==> config.mk <==
export PLATFORM = sky130hd
export DESIGN_NAME = gpio_port
export DESIGN_NICKNAME = d
export VERILOG_FILES = /design/src/rtl/gpio_pkg.sv /design/src/rtl/gpio_filter.sv /design/src/rtl/gpio_port.sv
export SDC_FILE = /design/constraint.sdc
export NUM_CORES = 1
export LEC_CHECK = 0
export ABC_AREA = 1
export CAP_MARGIN = 20
export CORE_ASPECT_RATIO = 1.1
export CORE_MARGIN = 1
export CORE_UTILIZATION = 30
export CTS_CLUSTER_SIZE = 30
export DETAILED_ROUTE_END_ITERATION = 8
export PLACE_DENSITY = 0.52
export SLEW_MARGIN = 20
export SYNTH_ARGS = -nofsm -noshare
export SYNTH_HDL_FRONTEND = slang
export SYNTH_HIERARCHICAL = 1
export SYNTH_SLANG_ARGS = --single-unit
==> constraint.sdc <==
create_clock -name clk -period 1.8 [get_ports clk]
set_input_delay 0.27 -clock clk [delete_from_list [all_inputs] [get_ports clk]]
set_output_delay 0.27 -clock clk [all_outputs]
set_load 0.05 [all_outputs]
==> src/rtl/gpio_pkg.sv <==
// rtl/gpio_pkg.sv - register map constants shared by the GPIO port
package gpio_pkg;

  // Register index within the 8-word window (io_addr[2:0])
  typedef enum logic [2:0] {
    GPIO_IN      = 3'd0,
    GPIO_OUT     = 3'd1,
    GPIO_OE      = 3'd2,
    GPIO_RISE_EN = 3'd3,
    GPIO_FALL_EN = 3'd4,
    GPIO_IRQ_EN  = 3'd5,
    GPIO_STATUS  = 3'd6,
    GPIO_TOGGLE  = 3'd7
  } gpio_reg_e;

  localparam int GPIO_NUM_REGS = 8;
  localparam int GPIO_IDX_W    = $clog2(GPIO_NUM_REGS);
  localparam int GPIO_DATA_W   = 16;

  // True when addr falls inside the register window starting at base
  function automatic logic gpio_addr_hit(input logic [15:0] addr, input logic [15:0] base);
    return addr[15:GPIO_IDX_W] == base[15:GPIO_IDX_W];
  endfunction

endpackage

==> src/rtl/gpio_filter.sv <==
// rtl/gpio_filter.sv - one pin: 2-flop synchroniser, glitch filter, delayed filtered value
module gpio_filter #(
  parameter int FILTER_LEN = 4
) (
  input  logic clk,
  input  logic rst_n,
  input  logic d_i,
  output logic f_o,
  output logic f_d_o
);

  logic sync1_q;
  logic sync2_q;
  logic prev_q;

  // Two-flop synchroniser for the asynchronous pad input
  always_ff @(posedge clk or negedge rst_n) begin
    if (!rst_n) begin
      sync1_q <= 1'b0;
      sync2_q <= 1'b0;
    end else begin
      sync1_q <= d_i;
      sync2_q <= sync1_q;
    end
  end

  generate
    if (FILTER_LEN == 0) begin : g_bypass
      assign f_o = sync2_q;
    end else begin : g_filter
      // Counter only ever holds 0..FILTER_LEN-1; reaching the last value flips the output
      localparam int CW = (FILTER_LEN < 2) ? 1 : $clog2(FILTER_LEN);
      localparam logic [CW-1:0] CNT_LAST = CW'(FILTER_LEN - 1);

      logic [CW-1:0] cnt_q;
      logic [CW-1:0] cnt_d;
      logic          filt_q;
      logic          filt_d;

      // Count consecutive samples that disagree with the filtered value
      always_comb begin
        cnt_d  = '0;
        filt_d = filt_q;
        if (sync2_q != filt_q) begin
          if (cnt_q == CNT_LAST) begin
            filt_d = sync2_q;
          end else begin
            cnt_d = cnt_q + CW'(1);
          end
        end
      end

      // Filter state register
      always_ff @(posedge clk or negedge rst_n) begin
        if (!rst_n) begin
          cnt_q  <= '0;
          filt_q <= 1'b0;
        end else begin
          cnt_q  <= cnt_d;
          filt_q <= filt_d;
        end
      end

      assign f_o = filt_q;
    end
  endgenerate

  // Previous-cycle filtered value for edge detection
  always_ff @(posedge clk or negedge rst_n) begin
    if (!rst_n) begin
      prev_q <= 1'b0;
    end else begin
      prev_q <= f_o;
    end
  end

  assign f_d_o = prev_q;

endmodule

==> src/rtl/gpio_port.sv <==
// rtl/gpio_port.sv - parametrised GPIO port with edge interrupts on the J1 I/O bus
module gpio_port
  import gpio_pkg::*;
#(
  parameter int          WIDTH      = 8,
  parameter int          FILTER_LEN = 4,
  parameter logic [15:0] BASE_ADDR  = 16'h0010
) (
  input  logic             clk,
  input  logic             rst_n,
  input  logic [15:0]      io_addr,
  input  logic [15:0]      io_wdata,
  input  logic             io_wr,
  input  logic             io_rd,
  output logic [15:0]      io_rdata,
  input  logic [WIDTH-1:0] gpio_in,
  output logic [WIDTH-1:0] gpio_out,
  output logic [WIDTH-1:0] gpio_oe,
  output logic             irq
);

  logic             sel;
  logic             wr_en;
  logic             rd_en;
  gpio_reg_e        reg_idx;
  logic [WIDTH-1:0] wdata;

  logic [WIDTH-1:0] filt;
  logic [WIDTH-1:0] filt_prev;
  logic [WIDTH-1:0] edge_set;

  logic [WIDTH-1:0] out_q,     out_d;
  logic [WIDTH-1:0] oe_q,      oe_d;
  logic [WIDTH-1:0] rise_en_q, rise_en_d;
  logic [WIDTH-1:0] fall_en_q, fall_en_d;
  logic [WIDTH-1:0] irq_en_q,  irq_en_d;
  logic [WIDTH-1:0] status_q,  status_d;
  logic [WIDTH-1:0] w1c;
  logic             irq_q,     irq_d;
  logic [15:0]      rdata_q,   rdata_d;
  logic [15:0]      rd_mux;

  assign sel     = gpio_addr_hit(io_addr, BASE_ADDR);
  assign wr_en   = io_wr & sel;
  assign rd_en   = io_rd & sel;
  assign reg_idx = gpio_reg_e'(io_addr[GPIO_IDX_W-1:0]);
  assign wdata   = io_wdata[WIDTH-1:0];

  generate
    if (WIDTH < GPIO_DATA_W) begin : g_unused_wdata
      logic unused_wdata_bits;
      assign unused_wdata_bits = ^io_wdata[GPIO_DATA_W-1:WIDTH];
    end
  endgenerate

  genvar gi;
  generate
    for (gi = 0; gi < WIDTH; gi++) begin : g_pin
      gpio_filter #(
        .FILTER_LEN(FILTER_LEN)
      ) u_filter (
        .clk  (clk),
        .rst_n(rst_n),
        .d_i  (gpio_in[gi]),
        .f_o  (filt[gi]),
        .f_d_o(filt_prev[gi])
      );
    end
  endgenerate

  // Enabled edges of the filtered inputs
  assign edge_set = (filt & ~filt_prev & rise_en_q) | (~filt & filt_prev & fall_en_q);

  // Register writes and sticky status; a new edge beats a same-cycle clear
  always_comb begin
    out_d     = out_q;
    oe_d      = oe_q;
    rise_en_d = rise_en_q;
    fall_en_d = fall_en_q;
    irq_en_d  = irq_en_q;
    w1c       = '0;
    if (wr_en) begin
      case (reg_idx)
        GPIO_OUT:     out_d     = wdata;
        GPIO_OE:      oe_d      = wdata;
        GPIO_RISE_EN: rise_en_d = wdata;
        GPIO_FALL_EN: fall_en_d = wdata;
        GPIO_IRQ_EN:  irq_en_d  = wdata;
        GPIO_STATUS:  w1c       = wdata;
        GPIO_TOGGLE:  out_d     = out_q ^ wdata;
        default:      ;
      endcase
    end
    status_d = (status_q & ~w1c) | edge_set;
    irq_d    = |(status_q & irq_en_q);
  end

  // Read mux over the current register values, so a same-cycle write is not seen
  always_comb begin
    rd_mux = '0;
    case (reg_idx)
      GPIO_IN:      rd_mux[WIDTH-1:0] = filt;
      GPIO_OUT:     rd_mux[WIDTH-1:0] = out_q;
      GPIO_OE:      rd_mux[WIDTH-1:0] = oe_q;
      GPIO_RISE_EN: rd_mux[WIDTH-1:0] = rise_en_q;
      GPIO_FALL_EN: rd_mux[WIDTH-1:0] = fall_en_q;
      GPIO_IRQ_EN:  rd_mux[WIDTH-1:0] = irq_en_q;
      GPIO_STATUS:  rd_mux[WIDTH-1:0] = status_q;
      default:      rd_mux = '0;
    endcase
    rdata_d = rd_en ? rd_mux : rdata_q;
  end

  // Control/status registers, interrupt and read data holding registers
  always_ff @(posedge clk or negedge rst_n) begin
    if (!rst_n) begin
      out_q     <= '0;
      oe_q      <= '0;
      rise_en_q <= '0;
      fall_en_q <= '0;
      irq_en_q  <= '0;
      status_q  <= '0;
      irq_q     <= 1'b0;
      rdata_q   <= '0;
    end else begin
      out_q     <= out_d;
      oe_q      <= oe_d;
      rise_en_q <= rise_en_d;
      fall_en_q <= fall_en_d;
      irq_en_q  <= irq_en_d;
      status_q  <= status_d;
      irq_q     <= irq_d;
      rdata_q   <= rdata_d;
    end
  end

  assign gpio_out = out_q;
  assign gpio_oe  = oe_q;
  assign irq      = irq_q;
  assign io_rdata = rdata_q;

endmodule

==> results.py, run 1 <==
metrics = {
    "detailed_routing": {
        "dr.pass1.iters": 4,
        "drc": 0,
        "routedWlPerCell_um": 13.8,
        "avgViaCountPerCell": 4.50,
        "drt-initial-drc-count": 314,
        "ant_nets": 0,
        "vias": 4584,
        "wirelength_um": 14000,
    },
    "finish": {
        "antenna_cells": 0,
        "multi_input_area_sq_um": 2270,
        "regArea_sq_um": 2630,
        "areaGrowthSynthToFinish_pct": 26.5,
        "fillCellCount": 1777,
        "drive_above_1_share_pct": 13.6,
        "final_nets": 831,
    },
    "sta": {
        "clock_skew_ns": 0.00442,
        "max_clock_freq_mhz": 568,
        "maxSlewViolCount": 0,
        "relSlewSlack_pct": 58.6,
        "setup_viol": 0,
        "rsz0062_at_grt": "false",
        "fin_tns_setup_ns": 0,
        "fin_crit_sh_pct": 97.9,
        "holdWs_ns": -0.0404,
        "min_period_ns": 1.76,
        "hold_viol": 15,
        "tightest_slew_ns": 0.620,
    },
    "power_and_ir_drop": {
        "p_leak_uw": 0.00360,
        "powerDensity_nw_per_um2": 868,
        "seqPwrFrac_pct": 50.4,
        "p_int_uw": 4070,
        "ir_drop_mv": 0.463,
        "p_switching_uw": 1750,
        "p_clk_share_pct": 32.6,
        "pwr-share-comb_pct": 17.0,
        "switching_share_pct": 30.0,
    },
    "setup_path": {
        "critPathRequiredTime_ns": 1.53,
        "cp_max_fo": 2,
        "critPathMaxStageDelay_ns": 0.80,
        "cp.depth": 1,
        "startpoint_type": "flip-flop",
        "crit_path_top_delay_cell": "clkdlybuf4s50_1",
        "crit_chain": "clkdlybuf4s50_1",
        "crit_family": "buffers and inverters",
        "end_kind": "output pin",
        "crit_type": "flip-flop to output pin",
        "arrival_ns": 1.49,
        "reg2reg_depth": 3,
        "worst-path-buf-inv": 1,
        "r2r_setup_slack_ns": 0.70,
    },
    "grt": {
        "grt_util_all_layers_pct": 16.5,
        "gr-total-overflow": 0,
        "grt_pass1_wl_um": 23000,
        "antenna_found_initial": 0,
        "grt_pass1_vias": 4514,
        "grt_max_degree": 106,
    },
    "logic_synthesis": {
        "synthMostInstantiatedCell": "nand2_1",
        "synth_area_leaders": "dfrtp_1 50%, nand2_1 19%, nand4_1 5.1%, nand3_1 4.9%, nor2_1 4.6%",
        "async_reset_ff_share_pct": 100,
        "synth_edf_count": 0,
        "ys_types": 26,
        "yosysTopAreaCellShare_pct": 49.6,
        "synth_seq_cells": 105,
        "yosys.area.top_type": "dfrtp_1",
        "synth_top_flop_cell": "dfrtp_1",
        "synth-seq-area-share_pct": 49.6,
        "synthTopCellsByCount": "269 x nand2_1, 105 x dfrtp_1, 65 x nor2_1",
        "netlist_instances": 677,
        "syn_area_sq_um": 5300,
        "yosys_warnings": 6,
        "avgSynthCellArea_sq_um": 7.83,
    },
    "placed_design": {
        "portBuffers": 60,
        "hpwl_um": 10300,
        "routabilityCongestion": 0.861,
    },
    "clock_tree": {
        "post-cts-setup-buffer-count": 0,
        "path_clk_slew_ns": 0.07,
        "cts_buffers": 9,
        "clock_tree.root_cell": "clkbuf_16",
        "htreeDepth": 3,
        "ctsResizeCount": 0,
        "clk_latency_ns": 0.35,
        "cts_buffer_depth": 2,
        "hold_buffers": 0,
        "clock_sinks": 105,
        "cts_tree": "done",
    },
    "floorplanning": {
        "io_pins": 77,
        "rows": 50,
        "die_x_um": 129,
        "initial_utilization_pct": 30.9,
        "die_y_um": 141,
        "dieArea_sq_um": 18200,
        "core_sq_um": 17100,
    },
    "min_path": {
        "min_path_type": "input pin to asynchronous set/reset pin",
    },
    "status": {
        "status": "finished, violations left",
        "failed_checks": "negative hold slack",
    },
    "job": {
        "maxCapViolCount": 0,
    },
}
stage by stage:
| step | cell area (sq um) | util (%) | power (uW) | setup WS (ns) | std cells |
|---|---|---|---|---|---|
| after global placement | 6410 | 37.4 | 3880 | -0.114 | 1002 |
| after CTS | 6700 | 39.1 | 5920 | 0.0110 | 1018 |
| final | 6710 | 39.1 | 5820 | 0.0385 | 1018 |
| after global routing | 6710 | 39.1 | 6220 | 0.00399 | 1018 |
| after floorplan | 5330 | - | 3550 | 0.495 | 684 |
| after detailed placement | 6410 | 37.4 | 3980 | -0.122 | 1002 |
registers in the layout (all words and copies together) (netlist names):
signal                         flops
g_pin.u_filter/g_filter.cnt_q     16
fall_en_q                          8
g_pin.u_filter/f_d_o               8
g_pin.u_filter/f_o                 8
g_pin.u_filter/sync1_q             8
g_pin.u_filter/sync2_q             8
gpio_oe                            8
gpio_out                           8
io_rdata                           8
irq_en_q                           8
rise_en_q                          8
status_q                           8
irq                                1
logic make-up (layout without fill, tap and decap cells):
logic type | after synthesis | after routing | share of synthesized area, %
AND/OR/NAND/NOR | 455 | 455 | 38.6
AO/OA/AOI/OAI | 16 | 16 | 1.70
adder cells (fa/ha/maj) | 8 | 8 | 1.89
flip-flops | 105 | 105 | 49.6
buffers and inverters | 92 | 192 | 8.17
other | 1 | 8 | 0.0708
worst paths after layout:
kind                                                     start                             endpoint
max in group asynchronous                                rst_n  g_pin[3].u_filter/sync1_q$_DFF_PN0_
setup / recovery                       io_rdata[7]$_DFFE_PN0P_                          io_rdata[7]
setup reg to reg                       irq_en_q[2]$_DFFE_PN0P_                        irq$_DFF_PN0_
min in group clk                                    gpio_in[1]  g_pin[1].u_filter/sync1_q$_DFF_PN0_
hold / removal                                           rst_n                status_q[5]$_DFF_PN0_
hold reg to reg            g_pin[7].u_filter/sync1_q$_DFF_PN0_  g_pin[7].u_filter/sync2_q$_DFF_PN0_
power by group through the flow:
| stage | Sequential (uW) | Combinational, uW | Clock (uW) |
|---|---|---|---|
| 2_1_floorplan | 2900 | 653 | 0 |
| 6_report | 2930 | 988 | 1900 |
| 3_3_place_gp | 2950 | 933 | 0 |
| 5_1_grt | 2980 | 1180 | 2060 |
| 4_1_cts | 2940 | 1010 | 1970 |
| 3_5_place_dp | 2980 | 1000 | 0 |
layout by cell type, fill, tap and decap left out, drive strengths merged, types with 3 or more instances in the layout:
cell,Yosys,routed
inv,64,65
nand4,47,47
dfrtp,105,105
buf,25,71
a31oi,8,8
nor2,72,72
conb,1,8
nand2,271,271
or2,9,9
nor3,3,3
clkinv,1,4
ha,8,8
nand3,53,53
dlymetal6s2s,0,4
clkdlybuf4s50,0,36
clkbuf,2,11
o21ai,8,8
cell type report:
| class | instances | area share (%) |
|---|---|---|
| sequential | 105 | 39.2 |
| multi-input combinational | 487 | 33.8 |
| timing repair buffer | 111 | 14.8 |
| tap | 234 | 4.37 |
| inverter | 65 | 3.64 |
| clock buffer | 11 | 3.62 |
| clock inverter | 5 | 0.578 |
metal layers:
layer	up-vias	global-route usage [%]	share of wire (%)
met5	-	0	0
met4	0	7.24	2.3
met3	19	2.45	4.3
met2	96	27.8	48
met1	2127	20.8	46
li1	2342	-	-
Power figures use the tool's default switching activity.
==> inputs of run 2 (changes only) <==
TNS_END_PERCENT = 10   (was not set)
==> results of run 2 <==
The final DEF is identical to that of run 1; final timing and power are the same.
==> inputs of run 3 (changes only) <==
CORE_MARGIN = not set   (was 1)
TNS_END_PERCENT = not set   (was 10)
==> results of run 3 <==
The final DEF is identical to that of run 1; final timing and power are the same.
